===== src/rtl/ring_out_if.sv =====
// ring_out_if
//   Bundles the two requester channels (ring pass-through, PE injection) and
//   the outbound link of one ring direction.
//
//   Handshakes:
//     request side : a requester raises *_req with *_data and holds both
//                    stable until *_gnt is seen high. *_gnt is a single-cycle
//                    combinational pulse, and the packet is taken at the
//                    rising edge that ends that cycle.
//     link side    : out_so/out_do are valid/data and out_ri is ready. A
//                    packet moves on a rising edge where out_so & out_ri.
//                    While out_ri=0 the packet on out_do stays put.
//
//   Modports:
//     master : environment side (requesters and the downstream link)
//     slave  : arbiter side
interface ring_out_if #(
  parameter int DATA_W = 64
);
  logic              ring_req;
  logic [DATA_W-1:0] ring_data;
  logic              ring_gnt;
  logic              pe_req;
  logic [DATA_W-1:0] pe_data;
  logic              pe_gnt;
  logic              out_so;
  logic              out_ri;
  logic [DATA_W-1:0] out_do;

  modport master (
    output ring_req, ring_data, pe_req, pe_data, out_ri,
    input  ring_gnt, pe_gnt, out_so, out_do
  );

  modport slave (
    input  ring_req, ring_data, pe_req, pe_data, out_ri,
    output ring_gnt, pe_gnt, out_so, out_do
  );
endinterface


===== src/rtl/ring_out_arbiter.sv =====
// ring_out_arbiter
//   Output-channel scheduler for one direction of a gold-ring router node.
//   The outbound link is time-shared between two virtual channels by a
//   polarity bit that toggles every cycle. VC[polarity] drains its one-entry
//   slot onto the link, while VC[~polarity] may accept one packet from the
//   ring or the PE. When both compete, a per-VC round-robin bit picks the
//   winner.
//
//   Ports:
//     clk_i      clock, rising edge
//     reset_ni   asynchronous active-low reset
//     bus        ring_out_if.slave: ring/PE requests + grants, link so/ri/do
//     polarity_o current phase; VC being driven on the link this cycle
//     dir_err_o  registered: a valid request carried the wrong direction bit
module ring_out_arbiter #(
  parameter int   DATA_W  = 64,
  parameter int   VC_BIT  = 63,
  parameter int   DIR_BIT = 62,
  parameter int   HOP_LSB = 48,
  parameter int   HOP_W   = 8,
  parameter logic DIR     = 1'b0
) (
  input  logic           clk_i,
  input  logic           reset_ni,
  ring_out_if.slave      bus,
  output logic           polarity_o,
  output logic           dir_err_o
);

  logic                   polarity_q, polarity_d;
  logic [1:0]             slot_full_q, slot_full_d;
  logic [1:0][DATA_W-1:0] slot_data_q, slot_data_d;
  // rr_q[v] = 1 means the PE wins a tie on VC v; 0 means the ring wins.
  logic [1:0]             rr_q, rr_d;
  logic                   dir_err_q, dir_err_d;

  logic              p, q;
  logic              ring_dir_bad, pe_dir_bad;
  logic              ring_elig, pe_elig;
  logic              ring_gnt, pe_gnt;
  logic [DATA_W-1:0] ring_pkt;

  always_comb begin
    p = polarity_q;
    q = ~polarity_q;

    ring_dir_bad = (bus.ring_data[DIR_BIT] != DIR);
    pe_dir_bad   = (bus.pe_data[DIR_BIT] != DIR);
    // Only a request for the VC in its fill phase may compete. A request
    // for the draining VC waits one cycle for its turn.
    ring_elig = bus.ring_req && !ring_dir_bad && (bus.ring_data[VC_BIT] == q);
    pe_elig   = bus.pe_req && !pe_dir_bad && (bus.pe_data[VC_BIT] == q);

    // A ring packet has covered one more hop, so its hop field is halved.
    ring_pkt = bus.ring_data;
    ring_pkt[HOP_LSB +: HOP_W] = bus.ring_data[HOP_LSB +: HOP_W] >> 1;

    ring_gnt = 1'b0;
    pe_gnt   = 1'b0;
    // Slot occupancy is taken from the start of the cycle. A slot that
    // drains this cycle belongs to the other VC, so it cannot block this.
    if (!slot_full_q[q]) begin
      if (ring_elig && pe_elig) begin
        if (rr_q[q]) pe_gnt = 1'b1;
        else         ring_gnt = 1'b1;
      end else if (ring_elig) begin
        ring_gnt = 1'b1;
      end else if (pe_elig) begin
        pe_gnt = 1'b1;
      end
    end

    polarity_d  = ~polarity_q;
    slot_full_d = slot_full_q;
    slot_data_d = slot_data_q;
    rr_d        = rr_q;

    if (slot_full_q[p] && bus.out_ri) slot_full_d[p] = 1'b0;

    // The pointer moves to the loser so that the loser wins the next tie.
    if (ring_gnt) begin
      slot_full_d[q] = 1'b1;
      slot_data_d[q] = ring_pkt;
      rr_d[q]        = 1'b1;
    end else if (pe_gnt) begin
      slot_full_d[q] = 1'b1;
      slot_data_d[q] = bus.pe_data;
      rr_d[q]        = 1'b0;
    end

    dir_err_d = (bus.ring_req && ring_dir_bad) || (bus.pe_req && pe_dir_bad);
  end

  always_ff @(posedge clk_i or negedge reset_ni) begin
    if (!reset_ni) begin
      polarity_q  <= 1'b0;
      slot_full_q <= '0;
      slot_data_q <= '0;
      rr_q        <= '0;
      dir_err_q   <= 1'b0;
    end else begin
      polarity_q  <= polarity_d;
      slot_full_q <= slot_full_d;
      slot_data_q <= slot_data_d;
      rr_q        <= rr_d;
      dir_err_q   <= dir_err_d;
    end
  end

  // The link outputs come straight from the registers. Because of that,
  // an async reset clears out_so without waiting for a clock edge.
  assign bus.ring_gnt = ring_gnt;
  assign bus.pe_gnt   = pe_gnt;
  assign bus.out_so   = slot_full_q[p];
  assign bus.out_do   = slot_full_q[p] ? slot_data_q[p] : '0;
  assign polarity_o   = polarity_q;
  assign dir_err_o    = dir_err_q;

endmodule


===== src/flat_wrapper.sv =====
// flat-port wrapper written by rule: the top's interface ports become plain ports
module ring_out_arbiter_flat 
#(
  parameter int   DATA_W  = 64,
  parameter int   VC_BIT  = 63,
  parameter int   DIR_BIT = 62,
  parameter int   HOP_LSB = 48,
  parameter int   HOP_W   = 8,
  parameter logic DIR     = 1'b0
)
  (clk_i, reset_ni, polarity_o, dir_err_o, bus_ring_req, bus_ring_data, bus_pe_req, bus_pe_data, bus_out_ri, bus_ring_gnt, bus_pe_gnt, bus_out_so, bus_out_do);
  ring_out_if #(.DATA_W(DATA_W)) bus_i ();
  input  logic clk_i;
  input  logic reset_ni;
  output logic polarity_o;
  output logic dir_err_o;
  input wire logic [$bits(bus_i.ring_req)-1:0] bus_ring_req;
  input wire logic [$bits(bus_i.ring_data)-1:0] bus_ring_data;
  input wire logic [$bits(bus_i.pe_req)-1:0] bus_pe_req;
  input wire logic [$bits(bus_i.pe_data)-1:0] bus_pe_data;
  input wire logic [$bits(bus_i.out_ri)-1:0] bus_out_ri;
  output wire logic [$bits(bus_i.ring_gnt)-1:0] bus_ring_gnt;
  output wire logic [$bits(bus_i.pe_gnt)-1:0] bus_pe_gnt;
  output wire logic [$bits(bus_i.out_so)-1:0] bus_out_so;
  output wire logic [$bits(bus_i.out_do)-1:0] bus_out_do;
  assign bus_i.ring_req = bus_ring_req;
  assign bus_i.ring_data = bus_ring_data;
  assign bus_i.pe_req = bus_pe_req;
  assign bus_i.pe_data = bus_pe_data;
  assign bus_i.out_ri = bus_out_ri;
  assign bus_ring_gnt = bus_i.ring_gnt;
  assign bus_pe_gnt = bus_i.pe_gnt;
  assign bus_out_so = bus_i.out_so;
  assign bus_out_do = bus_i.out_do;
  ring_out_arbiter #(.DATA_W(DATA_W), .VC_BIT(VC_BIT), .DIR_BIT(DIR_BIT), .HOP_LSB(HOP_LSB), .HOP_W(HOP_W), .DIR(DIR)) u_core (.clk_i(clk_i), .reset_ni(reset_ni), .bus(bus_i), .polarity_o(polarity_o), .dir_err_o(dir_err_o));
endmodule

===== config.mk =====
export PLATFORM = sky130hd
export DESIGN_NAME = ring_out_arbiter_flat
export DESIGN_NICKNAME = d
export VERILOG_FILES = /design/src/rtl/ring_out_if.sv /design/src/rtl/ring_out_arbiter.sv /design/src/flat_wrapper.sv
export SDC_FILE = /design/constraint.sdc
export NUM_CORES = 1
export LEC_CHECK = 0
export CAP_MARGIN = 10
export CORE_UTILIZATION = 51
export DETAILED_ROUTE_END_ITERATION = 6
export MAX_ROUTING_LAYER = met4
export PLACE_DENSITY = 0.9
export SLEW_MARGIN = 15
export SYNTH_ARGS = -nofsm -noshare
export SYNTH_HDL_FRONTEND = slang
export SYNTH_SLANG_ARGS = --single-unit

===== constraint.sdc =====
create_clock -name clk_i -period 6.9 [get_ports clk_i]
set_clock_uncertainty 0.05 [all_clocks]
set_input_delay 0.69 -clock clk_i [delete_from_list [all_inputs] [get_ports clk_i]]
set_output_delay 0.69 -clock clk_i [all_outputs]
set_load 0.05 [all_outputs]

==> results of run 1 <==
power groups by stage:
stage	registers [mW]	logic, mW	clock network [mW]
finish	1.05	0.762	0.778
floorplan	1.03	0.497	0
CTS	1.05	0.767	0.787
global placement	1.04	0.733	0
global route	1.07	0.824	0.823
detailed placement	1.06	0.761	0
cells by family (layout without fill, tap and decap cells):
logic type	Yosys count	in the layout	share of synthesized area
simple gates	205	205	0.123
flops	134	134	0.513
mux	130	130	0.199
fa+ha+maj	4	4	0.00765
buf+inv	53	239	0.0478
other cells	0	1	0
compound gates	136	136	0.109
through the flow:
step / utilization / std cells
5_1_grt: 0.738 / 1017
4_1_cts: 0.738 / 1016
6_report: 0.738 / 1017
2_1_floorplan: - / 662
3_3_place_gp: 0.697 / 988
3_5_place_dp: 0.697 / 988
registers in the layout (all words and copies together) (netlist names), named ones only:
signal              flops
u_core.slot_data_q    128
u_core.dir_err_o        1
u_core.slot_full_q      2
u_core.polarity_o       1
area by class of cell:
type	count	area (sq um)
Sequential cell	134	3360
Fill cell	830	3210
Multi-Input combinational cell	475	2900
Timing Repair Buffer	208	2060
Clock buffer	23	478
Tap cell	168	210
Clock inverter	5	27.5
Inverter	3	11.3
Antenna cell	1	2.50
path summary, 6_finish.rpt:
check / startpoint / end / slack [ns] / cells past startpoint
worst max-delay path: u_core.polarity_o$_DFF_PN0_ / bus_out_do[18] / 2.52 / 4
worst min-delay path: reset_ni / u_core.slot_data_q[118]$_DFFE_PN0P_ / 0.32 / 1
worst max register to register: u_core.polarity_o$_DFF_PN0_ / u_core.slot_data_q[59]$_DFFE_PN0P_ / 2.80 / 7
worst min register to register: u_core.slot_data_q[62]$_DFFE_PN0P_ / u_core.slot_data_q[62]$_DFFE_PN0P_ / 0.44 / 1
max in group asynchronous: reset_ni / u_core.polarity_o$_DFF_PN0_ / 5.00 / 2
min in group clk_i: u_core.slot_data_q[62]$_DFFE_PN0P_ / u_core.slot_data_q[62]$_DFFE_PN0P_ / 0.44 / 1
cells in the final DEF (no fill, tap or decap), types with 4 or more instances in the layout:
| master | n |
|---|---|
| clkbuf_16 | 17 |
| clkdlybuf4s50_1 | 199 |
| a21oi_1 | 126 |
| buf_4 | 8 |
| clkinv_2 | 4 |
| nor2_1 | 191 |
| dfrtp_1 | 133 |
| ha_1 | 4 |
| mux2i_1 | 127 |
routing by layer:
| metal | global-route usage | part of all wire | vias to the layer above |
|---|---|---|---|
| met1 | 0.297 | 0.40 | 2684 |
| met3 | 0.0569 | 0.060 | 33 |
| li1 | - | - | 2595 |
| met5 | - | 0 | - |
| met4 | 0.0918 | 0.018 | 0 |
| met2 | 0.454 | 0.52 | 211 |
==> impl_metrics.csv, run 1 <==
group,metric,value,unit
sta,setup_slack,2.52,ns
clock_tree,h-tree-depth,4,
power_and_ir_drop,p_per_area,286,nW/um^2
floorplanning,fp.dieH,115,microns
synth,syn_avg_cell_area,9.88,sq um
grt,antenna_found_initial,1,
synth,ys.flop_type,"dfrtp_1",
worst_setup_path,path_cells,"mux2i_4 -> buf_4 -> nor2_1 -> clkdlybuf4s50_1",
synth,ys_seq_area_frac,0.513,
worst_setup_path,startpoint_type,"register",
route,routedWlPerCell,15.9,microns
sta,max_freq,0.228,GHz
status,status,"finished, final reports clean",
layout,area_growth,38.5,%
sta,hold_ws,0.319,ns
grt,grt-ovfl-total,0,
synth,synthArstFlopShare,1.00,
clock_tree,post-cts-setup-buffers,0,
grt,first_global_vias,5571,
route,drc,0,
clock_tree,cts_buffers,17,
floorplanning,rows,40,
grt,grt_max_degree,126,
layout,final_nets,976,
floorplanning,initial_core_util,0.533,
sta,fin_crit_sh,0.635,
sta,hold_violations,0,
power_and_ir_drop,clkPwrFrac,0.300,
synth,ys.warnings.count,0,
worst_setup_path,critPathSlowestCell,"mux2i_4",
synth,yosys-top-cells-area,"dfrtp_1 51%, mux2i_1 20%, nor2_1 11%, a21oi_1 9.6%, buf_12 1.5%",
floorplanning,io_pins,202,
synth,syn_nets,799,
worst_setup_path,end_kind,"output pin",
grt,grt_pass1_wl,26.0,mm
clock_tree,cts_resized,0,
power_and_ir_drop,total_power,2.59,mW
power_and_ir_drop,swShare,0.329,
sta,worst_pin_slew,1.11,ns
route,num_vias,5523,
worst_setup_path,crit_arrival,3.64,ns
place,place_area,8540,sq um
place,io_buffer_count,200,
clock_tree,clockBufferDepth,2,
sta,max_slew_margin,0.246,
route,via_per_inst,5.43,
synth,ys_top_cells_by_count,"191 x nor2_1, 134 x dfrtp_1, 128 x mux2i_1, 126 x a21oi_1, 25 x clkbuf_1",
place,post-dp-hpwl,10.9,mm
route,dr.pass1.iters,5,
layout,post-route-cell-area,9050,sq um
floorplanning,die_area,13300,sq um
power_and_ir_drop,p_leak,4.02,nW
synth,synth_area,6540,sq um
power_and_ir_drop,combPwrFrac,0.294,
route,totalWireLength,16.2,mm
clock_tree,root_buffer,"clkbuf_16",
worst_setup_path,max_stage_delay,1.02,ns
route,drt_iter0_markers,370,
clock_tree,ctsHoldBuffers,0,
sta,tns,0,ns
clock_tree,cts_num_sinks,134,
worst_setup_path,critPathBufInv,2,
sta,rsz0062_at_grt,"false",
clock_tree,clkTransAtPathRegs,0.05,ns
power_and_ir_drop,max-vdd-ir-drop,0.173,mV
sta,setup_viol,0,
route,drtAntennaViolNets,0,
worst_setup_path,cp_top_family,"buffers and inverters",
floorplanning,dieWidth,115,microns
power_and_ir_drop,p_seq_frac,0.405,
place,dp_slack,2.68,ns
synth,synth_top_area_frac,0.513,
synth,ys_types,32,
worst_setup_path,path_class,"register to output pin",
clock_tree,clock_latency,0.40,ns
synth,synth_enable_flop_cells,0,
floorplanning,core-area,12300,sq um
worst_setup_path,worstPathRequired,6.16,ns
synth,synth_seq_cells,134,
power_and_ir_drop,switching_power,0.852,mW
grt,gr-usage-all-layers,0.261,
worst_setup_path,worstPathMaxFanout,36,
synth,synth.largest_area_cell,"dfrtp_1",
synth,yosysMostFrequentCell,"nor2_1",
synth,synth_cells,662,
min_path,min_path_type,"input port to async pin",
flow_run,maxCapViolCount,0,
clock_tree,cts_tree,"yes",
place,gp_congestion,0.824,
layout,drive_above_1_share,0.0495,
sta,finalMaxSlewViolations,0,
sta,period_needed,4.38,ns
power_and_ir_drop,p_int,1.74,mW
(Power assumes the default switching activity.)
==> run 2, diff against run 1 <==
- CORE_UTILIZATION: 51 -> 43
- PLACE_DENSITY: 0.9 -> 0.82
- clock period: 6.9 -> 3.55 ns (I/O delays scaled with it)
==> run 2 against run 1 <==
  * The run now ends with DRC left
  * Die area rose by 18%
  * Routed wire length fell by 6.9%
  * Sequential cell count did not move
  * Worst hold slack improved by 0.083 ns
  * Via count fell by 4.7%
  * Utilization fell by 11 points
  * Critical endpoint is now bus_ring_gnt
  * Highest routed layer unchanged
==> impl_metrics.csv, run 2 (synthesis gave the netlist of run 1 again) <==
group,metric,value,unit
clock_tree,cts_resized,0,
worst_setup_path,crit_arrival,2.72,ns
worst_setup_path,path_cells,"inv_1 -> ha_1 -> or3b_1 -> a211oi_4 -> buf_12 -> buf_12",
route,drtAntennaViolNets,0,
sta,rsz0062_at_grt,"false",
floorplanning,fp.dieH,125,microns
floorplanning,dieWidth,125,microns
sta,max_freq,0.320,GHz
sta,worst_pin_slew,0.618,ns
place,post-dp-hpwl,10.3,mm
place,io_buffer_count,200,
layout,largest_register_ffs,128,
place,gp_congestion,0.743,
layout,layout.cells.non_filler,1042,
worst_setup_path,critPathSlowestCell,"or3b_1",
layout,reg_top3,"u_core.slot_data_q (128), u_core.slot_full_q (2)",
grt,grt-ovfl-total,0,
sta,setup_viol,0,
layout,antenna_cells,0,
floorplanning,initial_core_util,0.445,
worst_setup_path,startpoint_type,"register",
sta,period_needed,3.13,ns
clock_tree,cts_tree,"yes",
min_path,min_path_type,"input port to async pin",
floorplanning,io_pins,202,
sta,fin_crit_sh,0.881,
clock_tree,cts_buffers,17,
flow_run,maxCapViolCount,0,
sta,max_slew_margin,0.588,
grt,antenna_found_initial,0,
layout,final_nets,982,
clock_tree,root_buffer,"clkbuf_16",
worst_setup_path,max_stage_delay,0.53,ns
power_and_ir_drop,p_per_area,576,nW/um^2
grt,gr-usage-all-layers,0.206,
place,place_inst,1008,
worst_setup_path,end_kind,"output pin",
clock_tree,clkTransAtPathRegs,0.06,ns
route,via_per_inst,5.05,
power_and_ir_drop,max-vdd-ir-drop,0.303,mV
grt,grt_pass1_wl,24.8,mm
layout,top_register,"u_core.slot_data_q",
clock_tree,clockBufferDepth,2,
worst_setup_path,path_class,"register to output pin",
route,dr.pass1.iters,6,
status,violations,"DRC",
route,totalWireLength,15.1,mm
route,drt_iter0_markers,255,
clock_tree,cts_num_sinks,134,
clock_tree,h-tree-depth,4,
worst_setup_path,worstPathMaxFanout,33,
route,num_vias,5266,
floorplanning,core-area,14700,sq um
clock_tree,clock_latency,0.41,ns
layout,final_cell_mix,"191 x nor2_1, 161 x clkdlybuf4s50_1, 133 x dfrtp_1",
worst_setup_path,cp_common_cell,"buf_12",
power_and_ir_drop,p_leak,4.19,nW
status,status,"finished, violations left",
floorplanning,die_area,15700,sq um
layout,area_growth,41.5,%
layout,layout_commonest_cell,"nor2_1",
grt,grt_max_degree,120,
worst_setup_path,worstPathRequired,3.14,ns
sta,tns,0,ns
route,routedWlPerCell,14.5,microns
clock_tree,post-cts-setup-buffers,0,
power_and_ir_drop,total_power,5.33,mW
grt,first_global_vias,5219,
route,drc,12,
floorplanning,rows,44,
clock_tree,ctsHoldBuffers,0,
layout,drive_above_1_share,0.108,
sta,hold_violations,0,
sta,finalMaxSlewViolations,0,
-- run 2: cell types whose count changed in the layout (fill, tap and decap cells not counted), sizes merged --
cell,previous run,this run
buf,9,52
bufinv,0,3
clkbuf,23,22
clkdlybuf4s50,199,161
clkinv,4,3
clkinvlp,1,2
diode,1,0
dlygate4sd3,0,1
inv,3,5
-- run 2: path summary, 6_finish.rpt --
| path | cells past startpoint | startpoint | slack, ns | to |
|---|---|---|---|---|
| worst max-delay path | 6 | u_core.polarity_o$_DFF_PN0_ | 0.42 | bus_ring_gnt |
| worst min-delay path | 2 | reset_ni | 0.40 | u_core.slot_data_q[126]$_DFFE_PN0P_ |
| worst max register to register | 7 | u_core.polarity_o$_DFF_PN0_ | 0.73 | u_core.slot_data_q[65]$_DFFE_PN0P_ |
| worst min register to register | 1 | u_core.slot_data_q[62]$_DFFE_PN0P_ | 0.44 | u_core.slot_data_q[62]$_DFFE_PN0P_ |
| max in group asynchronous | 4 | reset_ni | 2.14 | u_core.slot_data_q[88]$_DFFE_PN0P_ |
| min in group clk_i | 1 | u_core.slot_data_q[62]$_DFFE_PN0P_ | 0.44 | u_core.slot_data_q[62]$_DFFE_PN0P_ |
-- run 2: worst max-delay path, delay by kind of cell (launching register included) --
kind | cells | cell delay (ns)
adder cells (fa/ha/maj) | 1 | 0.26
AND/OR/NAND/NOR | 1 | 0.53
flip-flops | 1 | 0.50
AO/OA/AOI/OAI | 1 | 0.39
buffers and inverters | 3 | 0.60
-- run 2: where the power goes --
part,switching [mW],internal (mW)
clock network,0.640,1.20
registers,0.174,1.86
logic,0.867,0.588
total,1.68,3.65
-- run 2: area by class of cell --
type,instances,area (sq um)
clock buffers,22,494
well taps,184,230
multi-input cells,475,2910
repair buffers,214,2110
flip-flops and latches,134,3360
fillers,1210,5450
inverters,3,11.3
clock inverters,10,141
-- run 2: per-layer routing --
metal	GRT usage	vias to the layer above	share of wire
met5	-	-	0
met4	0.0660	0	0.010
met3	0.0509	16	0.056
met2	0.346	152	0.51
met1	0.242	2470	0.43
li1	-	2628	-
-- run 2: metrics by stage --
| step | cell area, sq um | setup slack [ns] | hold slack (ns) | utilization |
|---|---|---|---|---|
| 4_1_cts | 9220 | 0.376 | 0.100 | 0.627 |
| 2_1_floorplan | 6550 | 0.194 | 0.00941 | - |
| 6_report | 9250 | 0.424 | 0.401 | 0.630 |
| 5_1_grt | 9250 | 0.279 | 0.421 | 0.630 |
| 3_5_place_dp | 8580 | 0.520 | 0.426 | 0.584 |
| 3_3_place_gp | 8580 | 0.565 | 0.418 | 0.584 |
==> run 3, diff against run 2 <==
- ABC_AREA: not set -> 1
- CAP_MARGIN: 10 -> 20
- CORE_UTILIZATION: 43 -> 48
==> run 3 against run 2 <==
  * The flow still finishes with violations (DRC)
  * Clock power up 4%
  * Area after synthesis up 51%
  * Critical endpoint unchanged
  * Die area up 34%
  * Synthesized cell count rose to 2.5 times the previous value
  * Clock-buffer cell count up 3
  * Global-route usage up 7.6 points
  * Sequential power up 2%
  * Routed wire length up 88%
  * Non-clock buffer count up 9
==> impl_metrics.csv, run 3 <==
group,metric,value,unit
clock_tree,clockBufferDepth,2,
synth,ys.flop_type,"dfrtp_1",
sta,hold_violations,0,
floorplanning,die_area,21100,sq um
synth,ys_types,23,
worst_setup_path,worstPathRequired,3.14,ns
clock_tree,clock_latency,0.41,ns
route,num_vias,10500,
floorplanning,initial_core_util,0.489,
worst_setup_path,reg2reg_to,"u_core.slot_data_q[35]$_DFFE_PN0P_",
layout,drive_above_1_share,0.0718,
synth,yosysMostFrequentCell,"nand2_1",
sta,max_freq,0.296,GHz
layout,final_cell_mix,"894 x nand2_1, 322 x inv_1, 133 x dfrtp_1",
route,dr.pass1.iters,7,
sta,rsz0062_at_grt,"false",
sta,tns,0,ns
sta,period_needed,3.38,ns
worst_setup_path,path_class,"register to output pin",
synth,synth_enable_flop_cells,0,
floorplanning,dieWidth,145,microns
worst_setup_path,setup.worst_path.end,"bus_ring_gnt",
worst_setup_path,timing.rr.start,"u_core.polarity_o$_DFF_PN0_",
flow_run,maxCapViolCount,0,
layout,nFillCells,1806,
power_and_ir_drop,p_per_area,457,nW/um^2
synth,yosys-top-cells-area,"nand2_1 34%, dfrtp_1 34%, inv_1 12%, nand4_1 7.9%, nand3_1 3.4%",
layout,post-route-cell-area,12800,sq um
min_path,min_path_type,"register to register",
synth,synth_top_area_frac,0.341,
status,violations,"DRC",
synth,synth_cells,1684,
place,gp_congestion,0.824,
clock_tree,cts_num_sinks,134,
floorplanning,core-area,20200,sq um
synth,synth_seq_cells,134,
layout,reg_top3,"u_core.slot_data_q (128), u_core.slot_full_q (2)",
clock_tree,root_buffer,"clkbuf_16",
place,io_buffer_count,200,
route,drtAntennaViolNets,0,
clock_tree,cts_buffers,17,
place,place_area,12100,sq um
worst_setup_path,reg2reg_depth,9,
status,status,"finished, violations left",
route,via_per_inst,5.00,
place,post-dp-hpwl,16.9,mm
synth,synth.largest_area_cell,"nand2_1",
clock_tree,clkTransAtPathRegs,0.06,ns
place,dp_slack,0.449,ns
clock_tree,post-cts-setup-buffers,0,
layout,final_nets,1948,
synth,ys_top_cells_by_count,"895 x nand2_1, 322 x inv_1, 134 x dfrtp_1, 125 x nand4_1, 66 x nand3_1",
floorplanning,fp.dieH,145,microns
synth,syn_avg_cell_area,5.85,sq um
worst_setup_path,r2r_slack,0.60,ns
synth,ys_seq_area_frac,0.340,
clock_tree,h-tree-depth,4,
sta,setup_slack,0.174,ns
synth,ys.warnings.count,0,
floorplanning,rows,52,
route,drt_iter0_markers,1023,
route,totalWireLength,28.3,mm
floorplanning,io_pins,202,
grt,grt_pass1_wl,47.1,mm
synth,synth_area,9850,sq um
sta,finalMaxSlewViolations,0,
layout,largest_register_ffs,128,
worst_setup_path,worstPathMaxFanout,25,
sta,max_slew_margin,0.330,
synth,syn_nets,1821,
layout,area_growth,29.4,%
worst_setup_path,startpoint,"u_core.polarity_o$_DFF_PN0_",
worst_setup_path,crit_arrival,2.97,ns
grt,grt_max_degree,99,
clock_tree,cts_tree,"yes",
sta,fin_crit_sh,0.951,
grt,first_global_vias,9737,
layout,top_register,"u_core.slot_data_q",
worst_setup_path,end_kind,"output pin",
layout,layout_commonest_cell,"nand2_1",
route,routedWlPerCell,13.5,microns
sta,worst_pin_slew,1.01,ns
grt,gr-usage-all-layers,0.282,
worst_setup_path,startpoint_type,"register",
grt,antenna_found_initial,3,
sta,setup_viol,0,
grt,grt-ovfl-total,0,
synth,synthArstFlopShare,1.00,
power_and_ir_drop,max-vdd-ir-drop,0.367,mV
power_and_ir_drop,p_leak,8.13,nW
route,drc,1,
[run 3: worst min-delay path by stage]
stage	start	to	slack [ns]	cells past startpoint
4_1_cts	u_core.slot_data_q[55]$_DFFE_PN0P_	u_core.slot_data_q[55]$_DFFE_PN0P_	0.43	2
5_1_grt	u_core.slot_data_q[86]$_DFFE_PN0P_	u_core.slot_data_q[86]$_DFFE_PN0P_	0.44	2
3_3_place_gp	u_core.slot_data_q[55]$_DFFE_PN0P_	u_core.slot_data_q[55]$_DFFE_PN0P_	0.41	2
2_1_floorplan	reset_ni	async pin	0.009	0
6_report	u_core.slot_data_q[82]$_DFFE_PN0P_	u_core.slot_data_q[82]$_DFFE_PN0P_	0.43	2
3_5_place_dp	u_core.slot_data_q[55]$_DFFE_PN0P_	u_core.slot_data_q[55]$_DFFE_PN0P_	0.41	2
[run 3: metal layers]
layer  up-vias  wire [microns]  global-route usage
li1       5243               -                   -
met2       444           13700               0.453
met3        42            2020              0.0358
met1      4757           11900               0.361
met5         -               0                   -
met4         0             633               0.114
[run 3: what timing repair did]
| action | 4_1_cts | 5_1_grt |
|---|---|---|
| hold buffers | 1 | 0 |
| gates resized for setup | 0 | 1 |
| endpoints found under the setup margin | 0 | 1 |
| endpoints found under the hold margin | 20 | 0 |
[run 3: cell families (layout without fill, tap and decap cells)]
kind of cell	count (synthesis)	count (layout)	synth area share
AND/OR/NAND/NOR	1096	1096	0.461
other	0	3	0
flip-flops	134	134	0.340
adder cells (fa/ha/maj)	4	4	0.00508
buffers and inverters	440	580	0.187
AO/OA/AOI/OAI	10	10	0.00686
[run 3: final cells by class]
class                      count  area, sq um  share of cell area
inverter                     325         1220              0.0961
antenna                        3         7.51            0.000589
tap                          270          338              0.0265
clock buffer                  25          505              0.0396
multi-input combinational   1110         4680               0.367
timing repair buffer         223         2500               0.196
clock inverter                 7          140              0.0110
sequential                   134         3360               0.263
[run 3: per-stage QoR]
step                power, mW  hold slack [ns]   util  instances
global placement         3.87            0.410  0.599       2061
global route             6.14            0.442  0.632       2097
CTS                      5.85            0.428  0.632       2094
detailed placement       3.92            0.414  0.599       2061
floorplan                3.21          0.00941      -       1684
finish                   5.83            0.425  0.632       2097
[run 3: critical path, cell delays in order (launching register included)]
cell and delay [ns]:
dfrtp_4 0.60, inv_4 0.20, ha_1 0.27, nor3b_2 0.48
nand3_4 0.31, buf_4 0.32, inv_1 0.19, buf_12 0.16
[run 3: where the power goes]
part	leakage (nW)	internal, mW	switching, mW
Sequential	1.66	1.88	0.188
Clock	0.310	1.27	0.651
Combinational	6.16	0.743	1.10
